==> config.mk <==
export PLATFORM = sky130hd
export DESIGN_NAME = tt_um_leg_solver
export DESIGN_NICKNAME = d
export VERILOG_FILES = /design/src/rtl/tt_um_leg_solver.sv
export SDC_FILE = /design/constraint.sdc
export NUM_CORES = 1
export LEC_CHECK = 0
export ABC_CLOCK_PERIOD_IN_PS = 6600
export BUFFER_PORTS_ARGS = -buffer_cell sky130_fd_sc_hd__buf_2
export CORE_ASPECT_RATIO = 1.75
export CORE_MARGIN = 2
export CORE_UTILIZATION = 40
export CTS_CLUSTER_SIZE = 40
export DETAILED_ROUTE_END_ITERATION = 12
export PLACE_DENSITY = 0.64
export SLEW_MARGIN = 20
export SYNTH_ARGS = -nofsm -noshare
export SYNTH_HDL_FRONTEND = slang
export SYNTH_SLANG_ARGS = --single-unit
==> constraint.sdc <==
create_clock -name clk -period 6.6 [get_ports clk]
set_clock_uncertainty 0.05 [all_clocks]
set_input_delay 1.65 -clock clk [delete_from_list [all_inputs] [get_ports clk]]
set_output_delay 1.65 -clock clk [all_outputs]
set_load 0.03 [all_outputs]
==> src/rtl/tt_um_leg_solver.sv <==
// Iterative Pythagorean leg solver: B = floor(sqrt(C*C - A*A)) using a strobed byte
// operand interface and an 8-cycle restoring bit-serial square-root engine.
module tt_um_leg_solver (
  input  logic       clk,
  input  logic       rst_n,
  input  logic       ena,
  input  logic [7:0] ui_in,
  input  logic [7:0] uio_in,
  output logic [7:0] uo_out,
  output logic [7:0] uio_out,
  output logic [7:0] uio_oe
);

  typedef enum logic [1:0] {
    S_IDLE,
    S_ROOT,
    S_DONE
  } state_t;

  state_t      state, state_nxt;
  logic [7:0]  c_reg, a_reg;
  logic [7:0]  root, result;
  logic [15:0] rad;
  logic [9:0]  rem;
  logic [2:0]  cnt;
  logic        start_q;
  logic        err;

  logic        load_c, load_a, load_any, start_evt, a_gt_c;
  logic        load_ok, start_ok, finish;
  logic [15:0] c_sq, a_sq;
  logic [11:0] rem_sh, trial, rem_diff;
  logic        rem_ge;
  logic [9:0]  rem_nxt;
  logic [7:0]  root_nxt;
  logic        unused;

  assign unused    = &{ena, uio_in[7:3], 1'b0};
  assign load_c    = uio_in[0];
  assign load_a    = uio_in[1];
  assign load_any  = load_c | load_a;
  assign start_evt = uio_in[2] & ~start_q;
  assign a_gt_c    = a_reg > c_reg;
  assign c_sq      = {8'd0, c_reg} * {8'd0, c_reg};
  assign a_sq      = {8'd0, a_reg} * {8'd0, a_reg};

  // One restoring step: bring down the next two radicand bits and try root*4+1.
  always_comb begin
    rem_sh   = {rem, rad[15:14]};
    trial    = {2'b00, root, 2'b01};
    rem_ge   = rem_sh >= trial;
    rem_diff = rem_sh - trial;
    rem_nxt  = rem_ge ? rem_diff[9:0] : rem_sh[9:0];
    root_nxt = {root[6:0], rem_ge};
  end

  always_ff @(posedge clk or negedge rst_n) begin
    if (!rst_n) state <= S_IDLE;
    else        state <= state_nxt;
  end

  always_comb begin
    state_nxt = state;
    load_ok   = 1'b0;
    start_ok  = 1'b0;
    finish    = 1'b0;
    case (state)
      S_IDLE, S_DONE: begin
        if (load_any) begin
          load_ok   = 1'b1;
          state_nxt = S_IDLE;
        end else if (start_evt) begin
          start_ok  = 1'b1;
          state_nxt = a_gt_c ? S_DONE : S_ROOT;
        end
      end
      S_ROOT: begin
        if (cnt == 3'd0) begin
          finish    = 1'b1;
          state_nxt = S_DONE;
        end
      end
      default: state_nxt = S_IDLE;
    endcase
  end

  always_ff @(posedge clk or negedge rst_n) begin
    if (!rst_n) begin
      c_reg   <= '0;
      a_reg   <= '0;
      rad     <= '0;
      rem     <= '0;
      root    <= '0;
      cnt     <= '0;
      result  <= '0;
      err     <= 1'b0;
      start_q <= 1'b0;
    end else begin
      start_q <= uio_in[2];
      if (load_ok) begin
        if (load_c) c_reg <= ui_in;
        if (load_a) a_reg <= ui_in;
        err <= 1'b0;
      end
      if (start_ok) begin
        if (a_gt_c) begin
          err    <= 1'b1;
          result <= '0;
        end else begin
          rad  <= c_sq - a_sq;
          rem  <= '0;
          root <= '0;
          cnt  <= 3'd7;
          err  <= 1'b0;
        end
      end
      if (state == S_ROOT) begin
        rad  <= {rad[13:0], 2'b00};
        rem  <= rem_nxt;
        root <= root_nxt;
        cnt  <= cnt - 3'd1;
        if (finish) result <= root_nxt;
      end
    end
  end

  assign uo_out  = result;
  assign uio_out = {state == S_DONE, state == S_ROOT, err, 5'b00000};
  assign uio_oe  = 8'b1110_0000;

endmodule

==> results.py <==
metrics = {
    "setup_path": {
        "critPathMaxStageDelay_ns": 0.56,
        "slowest_stage": "fa_1",
        "crit_family": "adder cells",
        "crit_chain": "inv_1 -> nor2_1 -> fa_1 -> inv_1 -> fa_1 -> inv_1 -> fa_1 -> fa_1 -> fa_1 -> inv_1 -> fa_1 -> inv_1 -> ha_1 -> a2111oi_0 -> o21ai_1 -> nand4_1 -> a31o_2 -> xnor2_1 -> a21o_1",
        "critical_path_buf_inv_count": 5,
        "crit_path_start_kind": "flip-flop",
        "r2r-start": "c_reg[6]$_DFFE_PN0P_",
        "required_ns": 6.77,
        "cpMostUsedCell": "fa_1",
        "worstPathArrival_ns": 6.04,
        "worst-setup-path-type": "flip-flop to flip-flop",
        "crit_path_start": "c_reg[6]$_DFFE_PN0P_",
        "crit_fanout": 7,
        "endpoint_kind": "flip-flop",
    },
    "layout": {
        "final_util_pct": 44.6,
        "area_delta_synth_final_pct": 8.83,
        "largest_reg_flops": 16,
        "nFillCells": 1647,
        "reg_top3": "rad (16), rem (10)",
        "multi_input_area_sq_um": 4600,
        "largest_register": "rad",
        "drive_above_1_share_pct": 9.33,
        "seq_area_sq_um": 1630,
        "diodes": 0,
        "nets": 928,
    },
    "grt": {
        "grt_pass1_vias": 5387,
        "antenna_found_initial": 0,
        "grt_overflow": 0,
        "grt_use_total_pct": 18.1,
        "grt_pass1_wl_mm": 26.3,
        "grt_max_degree": 66,
    },
    "timing": {
        "finalHoldViolCount": 0,
        "slew_headroom_pct": 31.7,
        "slew_violations": 0,
        "setup_viol_count_final": 0,
        "rsz0062_at_grt": "no",
        "worst_pin_slew_ns": 1.02,
        "fin_crit_ns": 5.87,
        "min_period_over_period_pct": 88.9,
        "fin_setup_tns_ns": 0,
        "fmax_mhz": 170,
    },
    "floorplanning": {
        "io_pins": 43,
        "die_h_microns": 178,
        "fp.dieW_microns": 104,
        "core_region_area_sq_um": 16900,
        "num_rows": 63,
        "die_area_sq_um": 18500,
        "start_util_pct": 41.0,
    },
    "cts": {
        "htree_num_levels": 3,
        "numClockSinks": 65,
        "insertion_delay_ns": 0.34,
        "post_cts_resized": 0,
        "cts_root_buffer": "clkbuf_16",
        "clk_pin_slew_ns": 0.06,
        "cts_hold_buf": 0,
        "post_cts_buffers": 0,
        "cts_tree": "done",
        "cts_made_buffers": 9,
        "clockBufferDepth": 2,
    },
    "synthesis": {
        "synth_cell_types": 61,
        "async_reset_ff_share_pct": 100,
        "synth_area_leaders": "dfrtp_1 (23%), fa_1 (23%), ha_1 (13%)",
        "syn_area_sq_um": 6940,
        "synth_area_leader_cell": "dfrtp_1",
        "ys_seq_elements": 65,
        "syn-instance-count": 734,
        "ys.flop_type": "dfrtp_1",
        "synth_seq_area_share_pct": 23.4,
        "synth_edf_count": 0,
        "yosys.area.top_type_share_pct": 23.4,
        "yosysWarnings": 0,
        "syn_avg_cell_area_sq_um": 9.46,
    },
    "drt": {
        "vias": 4952,
        "vias_per_cell": 5.01,
        "wirelength_mm": 15.4,
        "wl_per_cell_microns": 15.5,
        "ant_nets": 0,
        "drt_iter0_markers": 120,
        "detail_route.first_pass.iterations": 4,
        "route.detailed.drc": 0,
    },
    "place": {
        "port_buffers": 23,
        "place_hpwl_mm": 12.8,
        "place.gp.congestion": 0.878,
    },
    "run_status": {
        "status": "completed",
    },
    "flow_run": {
        "maxCapViolCount": 0,
    },
    "min_path": {
        "hp-start": "rad[3]$_DFFE_PN0P_",
        "worstHoldPathType": "flip-flop to flip-flop",
    },
}
metrics by stage:
| stage | instance area (sq um) | setup WS (ns) | instances | hold slack (ns) |
|---|---|---|---|---|
| final | 7560 | 0.732 | 988 | 0.436 |
| after global routing | 7560 | 0.450 | 988 | 0.453 |
| after CTS | 7560 | 0.710 | 988 | 0.433 |
| after global placement | 7260 | 0.838 | 972 | 0.413 |
| after floorplan | 6990 | 1.12 | 746 | 0.396 |
| after detailed placement | 7260 | 0.752 | 972 | 0.418 |
synthesized netlist by cell type (all sizes together), types with 4 or more instances:
cell	instances
a22oi	11
a21oi	18
nor2	23
buf	21
xor2	10
a211oi	10
mux2	4
a22o	10
nand2	80
dfrtp	65
inv	145
a221o	9
nor3	14
clkbuf	14
xnor2	18
and2	8
nand4	8
o21ai	45
nor2b	8
a21o	12
ha	74
nand2b	4
nand3	5
fa	79
o211ai	5
layout make-up:
class,instances,area share [%]
inverters,146,7.28
multi-input cells,500,60.9
clock buffers,10,3.03
flip-flops and latches,65,21.5
well taps,227,3.76
clock inverters,6,0.894
repair buffers,34,2.62
layout by cell type (no fill, tap or decap), drive strengths merged, types with 11 or more instances in the layout:
cell type,instances
a21o,12
a21oi,18
a22oi,11
buf,34
conb,14
dfrtp,65
fa,79
ha,74
inv,146
nand2,80
nor2,23
nor3,14
o21ai,45
xnor2,18
cells by family after synthesis:
logic type	Yosys count	synth area share (%)
AND/OR/NAND/NOR	161	10.9
adder cells (fa/ha/maj)	153	36.1
buffers and inverters	181	11.0
other	2	0.108
flip-flops	65	23.4
multiplexers	5	0.793
XOR/XNOR	28	3.53
AO/OA/AOI/OAI	139	14.2
per-layer routing:
metal | part of all wire [%] | global-route usage [%]
met5 | 0 | 0
met1 | 36 | 17.9
met4 | 5.2 | 8.84
met2 | 57 | 36.4
met3 | 2.2 | 2.37
final timing paths:
path,endpoint,slack [ns],depth (start not counted)
setup / recovery,rad[15]$_DFFE_PN0P_,0.73,19
hold / removal,rad[3]$_DFFE_PN0P_,0.44,2
setup reg to reg,rad[15]$_DFFE_PN0P_,0.73,19
hold reg to reg,rad[3]$_DFFE_PN0P_,0.44,2
max in group asynchronous,rad[10]$_DFFE_PN0P_,4.53,2
min in group asynchronous,cnt[0]$_DFFE_PN0P_,1.44,2
worst register-to-register path: cells and delay by family, from the launching register on:
kind	cells	cell delay, ns
fa+ha+maj	7	3.47
simple gates	2	0.32
flops	1	0.45
compound gates	4	0.95
xor+xnor	1	0.08
buf+inv	5	0.43
Power is not shown: default switching activity piles up to over one toggle a cycle in this logic, so the estimate is an artifact.
